[src/rtl/pipe_stage_reg.sv]
// Inter-stage pipeline register that carries a control payload and a datapath payload, with a valid/ready handshake, flush and a back-pressure counter.
// Define PIPE_STAGE_SKID_EN for a two-entry skid buffer with a registered ready_o; leave it undefined for a single entry with a combinational ready_o.
module pipe_stage_reg #(
    parameter int CTRL_W = 8,
    parameter int DATA_W = 128,
    parameter int CNT_W  = 16
) (
    input  logic              clk_i,
    input  logic              rst_i,
    input  logic              flush_i,
    input  logic              valid_i,
    output logic              ready_o,
    input  logic [CTRL_W-1:0] ctrl_i,
    input  logic [DATA_W-1:0] data_i,
    output logic              valid_o,
    input  logic              ready_i,
    output logic [CTRL_W-1:0] ctrl_o,
    output logic [DATA_W-1:0] data_o,
    output logic [CNT_W-1:0]  stall_cnt_o
);

    typedef struct packed {
        logic [CTRL_W-1:0] ctrl;
        logic [DATA_W-1:0] data;
    } entry_t;

    localparam logic [CNT_W-1:0] CNT_MAX = '1;

    entry_t           in_ent;
    entry_t           main_q;
    logic             valid_q;
    logic             in_xfer;
    logic             out_xfer;
    logic [CNT_W-1:0] cnt_q;

    assign in_ent.ctrl = ctrl_i;
    assign in_ent.data = data_i;
    assign in_xfer     = valid_i & ready_o;
    assign out_xfer    = valid_q & ready_i;

`ifdef PIPE_STAGE_SKID_EN
    typedef enum logic [1:0] {
        ST_EMPTY,
        ST_ONE,
        ST_FULL
    } state_t;

    state_t state_q, state_d;
    entry_t skid_q;
    logic   ready_q;
    logic   load_main, load_skid, pop_skid, clr_main;

    always_comb begin
        state_d   = state_q;
        load_main = 1'b0;
        load_skid = 1'b0;
        pop_skid  = 1'b0;
        clr_main  = 1'b0;
        if (flush_i) begin
            state_d  = ST_EMPTY;
            clr_main = 1'b1;
        end else begin
            case (state_q)
                ST_EMPTY: begin
                    if (in_xfer) begin
                        load_main = 1'b1;
                        state_d   = ST_ONE;
                    end
                end
                ST_ONE: begin
                    if (in_xfer && out_xfer) begin
                        load_main = 1'b1;
                    end else if (in_xfer) begin
                        load_skid = 1'b1;
                        state_d   = ST_FULL;
                    end else if (out_xfer) begin
                        clr_main = 1'b1;
                        state_d  = ST_EMPTY;
                    end
                end
                ST_FULL: begin
                    // ready_o is low here, so only the drain side can move
                    if (out_xfer) begin
                        pop_skid = 1'b1;
                        state_d  = ST_ONE;
                    end
                end
                default: begin
                    state_d  = ST_EMPTY;
                    clr_main = 1'b1;
                end
            endcase
        end
    end

    always_ff @(posedge clk_i or negedge rst_i) begin
        if (!rst_i) begin
            state_q <= ST_EMPTY;
            ready_q <= 1'b1;
        end else begin
            state_q <= state_d;
            ready_q <= (state_d != ST_FULL);
        end
    end

    always_ff @(posedge clk_i or negedge rst_i) begin
        if (!rst_i) begin
            main_q <= '0;
            skid_q <= '0;
        end else begin
            if (load_main)
                main_q <= in_ent;
            else if (pop_skid)
                main_q <= skid_q;
            else if (clr_main)
                main_q.ctrl <= '0;
            if (load_skid)
                skid_q <= in_ent;
        end
    end

    assign valid_q = (state_q != ST_EMPTY);
    assign ready_o = ready_q;
`else
    // A held entry can still be replaced in the same cycle it drains
    assign ready_o = !valid_q | ready_i;

    always_ff @(posedge clk_i or negedge rst_i) begin
        if (!rst_i) begin
            valid_q <= 1'b0;
            main_q  <= '0;
        end else if (flush_i) begin
            valid_q     <= 1'b0;
            main_q.ctrl <= '0;
        end else if (in_xfer) begin
            valid_q <= 1'b1;
            main_q  <= in_ent;
        end else if (out_xfer) begin
            valid_q     <= 1'b0;
            main_q.ctrl <= '0;
        end
    end
`endif

    // Flush outranks a back-pressured cycle, so it is not counted
    always_ff @(posedge clk_i or negedge rst_i) begin
        if (!rst_i)
            cnt_q <= '0;
        else if (valid_q && !ready_i && !flush_i && (cnt_q != CNT_MAX))
            cnt_q <= cnt_q + 1'b1;
    end

    assign valid_o     = valid_q;
    assign ctrl_o      = main_q.ctrl;
    assign data_o      = main_q.data;
    assign stall_cnt_o = cnt_q;

endmodule

[config.mk]
export PLATFORM = sky130hd
export DESIGN_NAME = pipe_stage_reg
export DESIGN_NICKNAME = d
export VERILOG_FILES = /design/src/rtl/pipe_stage_reg.sv
export SDC_FILE = /design/constraint.sdc
export NUM_CORES = 1
export LEC_CHECK = 0
export CORE_MARGIN = 2
export CORE_UTILIZATION = 43
export CTS_CLUSTER_SIZE = 30
export DETAILED_ROUTE_END_ITERATION = 10
export PLACE_DENSITY = 0.84
export RECOVER_POWER = 25
export SYNTH_ARGS = -nofsm -noshare
export SYNTH_HDL_FRONTEND = slang
export SYNTH_SLANG_ARGS = --single-unit
[constraint.sdc]
create_clock -name clk_i -period 4.64 [get_ports clk_i]
set_input_delay 0.928 -clock clk_i [delete_from_list [all_inputs] [get_ports clk_i]]
set_output_delay 0.928 -clock clk_i [all_outputs]
set_load 0.02 [all_outputs]
Yosys cells after proc, flatten, opt, wreduce, memory -nomap -nowiden
Cells that the tools add are included.
{ "classes": {"mux": 6, "eq_ne": 1, "bitwise_logic": 4, "n_reduce_logical": 8, "n_addsub": 1} }
{ "ops": {"columns": ["op", "n"], "rows": [
  ["$mux W8", 3],
  ["$add A16 B1 Y16 const B", 1],
  ["$ne A16 B16 Y1 const B", 1],
  ["$logic_and A1 B1 Y1", 3],
  ["$logic_not A1 Y1", 3],
  ["$mux W1", 3],
  ["$reduce_bool A3 Y1", 1],
  ["$and A1 B1 Y1", 2],
  ["$reduce_and A2 Y1", 1],
  ["$not A1 Y1", 1],
  ["$or A1 B1 Y1", 1]
]} }
{ "totals": {"word_cells": 24, "in_bits": 141, "ff_bits": 153} }

Longest topological paths before layout
Gate-level depths: netlist (run 1).
{ "logic_depth": {"word_depth": 5, "depth_mapped": 6} }

Worst setup path before layout (run 1)
OpenSTA, ideal clock, no wires.
{ "synth_timing": {"kind": "input to register", "start": "input flush_i", "end": "register cnt_q[12] (netlist: stall_cnt_o[12])", "setup_slack_ps": 2264, "t_arrival_ps": 2249, "t_required_ps": 4512, "setup_time_ps": 128, "path_buffers": 1, "path_stages": 5, "cell_sequence": "or3b_1 buf_6 or3_4 nor2_1 mux2_1"} }
{ "synth_via": {"elab_chain_len": 3} }
{ "synth_lines": {"columns": ["item", "line", "source"], "rows": [
  ["start: declaration", "10", "input logic flush_i,"],
  ["$logic_not A1 Y1", "149", "else if (valid_q && !ready_i && !flush_i && (cnt_q != CNT_MAX))"],
  ["$logic_and A1 B1 Y1 (2 in a row)", "149", null],
  ["end signal: assignment", "150", "cnt_q <= cnt_q + 1'b1;"],
  ["end: declaration", "34", "logic [CNT_W-1:0] cnt_q;"]
]} }
Every way passes these cells.
A chain may end at the register's enable or synchronous reset.

Worst setup path after layout (run 1)
{ "layout_timing": {"start": "input ready_i", "end": "output ready_o"} }
{ "layout_via": {"elab_chain_len": 1} }
{ "layout_lines": {"columns": ["item", "line", "source"], "rows": [
  ["start: declaration", "16", "input logic ready_i,"],
  ["$or A1 B1 Y1", "126", "assign ready_o = !valid_q | ready_i;"],
  ["end: declaration", "12", "output logic ready_o,"]
]} }
Every way passes these cells.

==> reports/qor.txt, run 1 <==
htree depth -> 4
RD Place Congestion -> 0.8433
I/O pin total -> 295
Post-DP HPWL -> 11730 um
Congestion Overflow GR -> 0
worst-skew pair later-pin latency -> 0.42 ns
top cells by area, synth -> dfrtp_1 (66%), mux2_2 (25%), buf_2 (1.3%)
setup_tns -> 0 ns
Tmin final -> 3.344 ns
setup bufs post-CTS -> 0
Antenna Cells -> 0
clock root buffer -> clkbuf_16
failing checks -> capacitance limit, slew limit
Leak -> 3.931 nW
maximum VDD drop -> 285.7 uV
Final Max Slew Viols -> 103
worst hold slack -> 0.4992 ns
Post-Syn Nets -> 511
drt drc -> 0
crit path from -> ready_i
Worst-path clk slew -> 0.05 ns
fmax -> 299.1 MHz
vias in the first global route -> 4628
FF-to-FF Start -> valid_o$_DFFE_PN0P_
cts bufs inserted -> 17
Die Footprint -> 14540 um2
top layer in use -> met4
row count -> 42
drt pass-1 iters -> 4
CTS Sinks -> 153
Post-CTS Hold Buffers -> 0
CP cell instances -> dlygate4sd3_1 > nor2b_1 > inv_1 > clkdlybuf4s50_1
Mean Syn Cell Area -> 15.84 um2
synthesis-to-finish area growth -> 63.16%
crit path kind -> in2out
share of cells above drive strength 1 -> 24.74%
Nets -> 812
first-pass GRT wire length -> 24520 um
wl on met1 -> 5531 um
synthesized area -> 5844 um2
GRT Overall Usage -> 22.43%
Power per Cell Area -> 435.1 nW/um2
register area share after synthesis -> 65.51%
Final Hold Fails -> 0
Filler cells -> 910
Detail Route met3 WL -> 1414 um
signal arrival time at the worst endpoint -> 2.42 ns
Synth warnings -> 0
CTS resizes -> 0
DR vias/cell -> 4.941
Final Core Density -> 72.00%
post-synthesis register bit count -> 153
post-synth cell types -> 28
top-area cell type share of the netlist area -> 65.51%
Required @ worst endpoint -> 3.71 ns
CTS Buffer Depth -> 2
crit-path max FO -> 4
Yosys top cell by area -> dfrtp_1
WL/cell -> 18.40 um
routed wl met2 -> 8383 um
Crit. End Element -> output port
final setup vio count -> 0
Hold Path Class -> reg2reg
final worst path period share -> 72.07%
port bufs -> 294
final WL -> 15800 um
Worst Min Path Start -> ctrl_o[0]$_DFFE_PN0P_
total power -> 4.149 mW
initial antenna violation count -> 0
Max-Cap Viols -> 1
drt initial violations -> 158
largest net degree at the start of global routing -> 103
clock skew -> 0.005886 ns
Worst-Margin Slew -> 2.504 ns
Post-DRT Antenna Nets -> 0
die span in x -> 120.6 um
Die Y -> 120.6 um
Max-slew headroom -> -66.92%
CTS tree -> built
Core ar. -> 13240 um2
Initial Util -> 44.13%
Syn Inst Count -> 369
RSZ-0062 raised after global routing -> no
status -> finished, violations left
Slowest-stage cell, CP -> dlygate4sd3_1
startpoint types -> input port
via count -> 4244
slowest stage delay, CP -> 0.55 ns
Yosys cell counts:
master    instances
mux2_2          128
nand4b_1          1
xor2_1            7
a21oi_1           1
inv_1             2
nor3b_1           2
buf_6             1
or3b_1            1
or2_2             1
nor3_1            4
o31ai_1           1
nand2_1           3
and4_1            2
nor3_2            1
or3_1             1
nand3_1           5
nor2b_1           1
mux2_1            2
xnor2_1           5
nand4_1           6
a22o_1            8
ha_1              1
nor4_2            1
buf_2            15
dfrtp_1         153
nor2_1           13
a31oi_1           2
or3_4             1
kinds of logic after synthesis:
kind of cell / share of synthesized area, %
AO/OA/AOI/OAI: 1.627
XOR/XNOR: 1.798
adder cells (fa/ha/maj): 0.2141
buffers and inverters: 1.606
flip-flops: 65.51
multiplexers: 25.05
AND/OR/NAND/NOR: 4.196
through the flow:
step / std cells / instance area (um2) / setup slack, ns
floorplan: 369 / 5844 / 2.264
global placement: 827 / 8970 / 1.502
detailed placement: 827 / 8970 / 1.454
CTS: 859 / 9542 / 1.452
global route: 859 / 9535 / 1.240
finish: 859 / 9535 / 1.296
power breakdown:
group | leakage (nW) | internal [mW] | total [mW] | switching [mW]
Combinational | 1.81 | 0.631 | 1.15 | 0.519
Clock | 0.274 | 0.799 | 1.32 | 0.524
Sequential | 1.84 | 1.55 | 1.68 | 0.128
Total | 3.93 | 2.98 | 4.15 | 1.17
state kept, by name, summed over array words and instances, names as in the netlist:
| name | cells |
|---|---|
| valid_o | 1 |
| data_o | 128 |
| ctrl_o | 8 |
| stall_cnt_o | 16 |
layer usage:
metal | vias to the layer above | global-route usage, %
li1 | 1918 | -
met5 | - | 0
met3 | 32 | 9.151
met1 | 2087 | 23.25
met4 | 0 | 10.61
met2 | 207 | 39.34
critical path: cells and delay by family:
family / cells / cell delay (ns)
buffers and inverters: 3 / 1.16
AND/OR/NAND/NOR: 1 / 0.33
path summary, 6_finish.rpt:
kind	end	slack (ns)	cells after the start
max in group asynchronous	stall_cnt_o[8]$_DFFE_PN0P_	1.87	2
min in group asynchronous	data_o[57]$_DFFE_PN0P_	1.27	1
min reg2reg	ctrl_o[0]$_DFFE_PN0P_	0.50	1
max reg2reg	data_o[42]$_DFFE_PN0P_	2.42	4
min	ctrl_o[0]$_DFFE_PN0P_	0.50	1
max	ready_o	1.30	4
placed cells by master (no fill, tap or decap), types with 3 or more instances in the layout:
cell type | Yosys | final
clkdlybuf4s50_1 | 0 | 292
dfrtp_1 | 153 | 153
mux2_2 | 128 | 128
clkbuf_16 | 0 | 17
nor2_1 | 13 | 13
a22o_1 | 8 | 8
xor2_1 | 7 | 7
nand4_1 | 6 | 6
clkinv_2 | 0 | 6
nand3_1 | 5 | 5
xnor2_1 | 5 | 5
nor3_1 | 4 | 4
clkinvlp_4 | 0 | 4
nand2_1 | 3 | 3
buf_4 | 0 | 3
final cells by class:
| type | count | area, um2 | share of cell area, % |
|---|---|---|---|
| flip-flops and latches | 153 | 3829 | 40.15 |
| well taps | 176 | 220.2 | 2.309 |
| clock inverters | 13 | 128.9 | 1.352 |
| clock buffers | 19 | 442.9 | 4.645 |
| repair buffers | 298 | 2980 | 31.26 |
| inverters | 2 | 7.507 | 0.07873 |
| multi-input cells | 198 | 1927 | 20.21 |
No activity file was read; power rests on OpenSTA's default activity.
==> run 2: changes to the inputs <==
--- a/config.mk
+++ b/config.mk
@@ -6,10 +6,10 @@
 export NUM_CORES = 1
 export LEC_CHECK = 0
 export CORE_MARGIN = 2
-export CORE_UTILIZATION = 43
+export CORE_UTILIZATION = 40
 export CTS_CLUSTER_SIZE = 30
 export DETAILED_ROUTE_END_ITERATION = 10
-export PLACE_DENSITY = 0.84
+export PLACE_DENSITY = 0.79
 export RECOVER_POWER = 25
 export SYNTH_ARGS = -nofsm -noshare
 export SYNTH_HDL_FRONTEND = slang
==> constraint.sdc (replaced) <==
create_clock -name clk_i -period 3.1 [get_ports clk_i]
set_input_delay 0.62 -clock clk_i [delete_from_list [all_inputs] [get_ports clk_i]]
set_output_delay 0.62 -clock clk_i [all_outputs]
set_load 0.02 [all_outputs]
==> run 2 against run 1 <==
Against the previous run:
- the run now ends clean
- hold slack barely moved
- via count rose by 0.45%
- utilization fell by 5.5 points
- die area rose by 7.3%
- setup slack got worse by 0.77 ns
- sequential cell count did not move
- sequential share of layout area fell by 0.23 points
==> reports/qor.txt, run 2 (synthesis gave the netlist of run 1 again) <==
synthesis-to-finish area growth -> 64.10%
Die Y -> 124.9 um
final worst path period share -> 82.99%
die span in x -> 124.9 um
Tmin final -> 2.573 ns
startpoint types -> input port
status -> finished, final reports clean
Multi-input gate area -> 1927 um2
drt drc -> 0
final WL -> 15310 um
total power -> 6.253 mW
Initial Util -> 40.52%
crit-path max FO -> 4
Slowest-stage cell, CP -> clkdlybuf4s50_1
Required @ worst endpoint -> 2.48 ns
Final Hold Fails -> 0
crit path kind -> in2out
non-filler instance count after layout -> 868
setup bufs post-CTS -> 0
signal arrival time at the worst endpoint -> 1.95 ns
port bufs -> 294
Power per Cell Area -> 652.0 nW/um2
Worst-path clk slew -> 0.05 ns
RSZ-0062 raised after global routing -> no
Critical Path Most Common Cell -> clkdlybuf4s50_1
cts bufs inserted -> 17
CTS tree -> built
clock skew -> 0.004344 ns
Post-DRT Antenna Nets -> 0
commonest non-fill, non-tap cell in the layout -> clkdlybuf4s50_1
largest net degree at the start of global routing -> 93
CP cell instances -> clkdlybuf4s50_1 > nor2b_1 > inv_1 > clkdlybuf4s50_1
Largest register FFs -> 128
maximum VDD drop -> 388.5 uV
via count -> 4263
placed cells -> 836
commonest cells after routing, fill and taps aside -> clkdlybuf4s50_1 (293), dfrtp_1 (153), mux2_2 (128)
slowest stage delay, CP -> 0.54 ns
Nets -> 813
GRT Overall Usage -> 20.24%
FF/Latch Area -> 3829 um2
Crit path buffers/inverters -> 3
reg2reg setup slack -> 1.11 ns
clock root buffer -> clkbuf_16
CTS Buffer Depth -> 2
Final Max Slew Viols -> 0
Worst-Margin Slew -> 1.460 ns
setup_tns -> 0 ns
Antenna Cells -> 0
Max-Cap Viols -> 0
WL/cell -> 17.64 um
drt pass-1 iters -> 4
Post-CTS Hold Buffers -> 0
first-pass GRT wire length -> 24620 um
Leak -> 3.953 nW
drt initial violations -> 180
CP delay by family, top -> buffers and inverters
Filler cells -> 1087
RD Place Congestion -> 0.8573
htree depth -> 4
initial antenna violation count -> 0
Max-slew headroom -> 2.639%
final setup vio count -> 0
row count -> 44
Hold Path Class -> reg2reg
Post-DP HPWL -> 11390 um
share of cells above drive strength 1 -> 24.85%
I/O pin total -> 295
vias in the first global route -> 4735
fmax -> 388.7 MHz
Crit. End Element -> output port
DR vias/cell -> 4.911
worst-skew pair later-pin latency -> 0.41 ns
Die Footprint -> 15590 um2
CTS Sinks -> 153
CTS resizes -> 0
Congestion Overflow GR -> 0
Core ar. -> 14420 um2
run 2: cell types whose count changed in the layout (fill, tap and decap cells not counted), sizes merged:
cell and change:
inv +1, clkinvlp -1, dlygate4sd3 -1, clkbuf +2, clkinv -1, clkdlybuf4s50 +1
run 2: where the power goes:
part	internal [mW]	switching [mW]	total [mW]
clock	1.24	0.784	2.03
combinational	0.948	0.773	1.72
sequential	2.32	0.189	2.51
run 2: path summary, 6_finish.rpt:
check                                            from                      to  cells after the start
worst min-delay path            ctrl_o[7]$_DFFE_PN0P_   ctrl_o[7]$_DFFE_PN0P_                      1
worst max register to register    valid_o$_DFFE_PN0P_  data_o[92]$_DFFE_PN0P_                      4
min in group asynchronous                       rst_i   ctrl_o[0]$_DFFE_PN0P_                      1
max in group asynchronous                       rst_i  data_o[22]$_DFFE_PN0P_                      2
worst max-delay path                          ready_i                 ready_o                      4
worst min register to register  ctrl_o[7]$_DFFE_PN0P_   ctrl_o[7]$_DFFE_PN0P_                      1
run 2: area by class of cell:
cell class | instances | area share (%)
Timing Repair Buffer | 299 | 31.38
Multi-Input combinational cell | 198 | 20.09
Clock inverter | 12 | 1.265
Inverter | 2 | 0.07828
Sequential cell | 153 | 39.92
Clock buffer | 20 | 4.866
Tap cell | 184 | 2.401
run 2: stage by stage:
| step | hold slack [ns] | worst slack (ns) | area, um2 | utilization, % |
|---|---|---|---|---|
| 6_report | 0.4993 | 0.5273 | 9590 | 66.49 |
| 5_1_grt | 0.5148 | 0.2666 | 9590 | 66.49 |
| 4_1_cts | 0.1608 | 0.5302 | 9600 | 66.56 |
| 3_5_place_dp | 0.4862 | 0.4647 | 9012 | 62.48 |
| 3_3_place_gp | 0.4838 | 0.4740 | 9012 | 62.48 |
| 2_1_floorplan | 0.3244 | 1.032 | 5844 | - |
run 2: worst reg2reg max path: stages, from the launching register on:
cell,delay (ns)
dfrtp_1,0.40
nor2b_1,0.19
nor3b_2,0.36
buf_12,0.40
mux2_2,0.52
run 2: metal layers:
| layer | up-vias | global-route usage, % | part of all wire [%] |
|---|---|---|---|
| met5 | - | 0 | 0 |
| met4 | 0 | 9.020 | 2.8 |
| met3 | 36 | 8.162 | 9.1 |
| met2 | 198 | 35.62 | 53 |
| met1 | 2110 | 21.29 | 35 |
| li1 | 1919 | - | - |
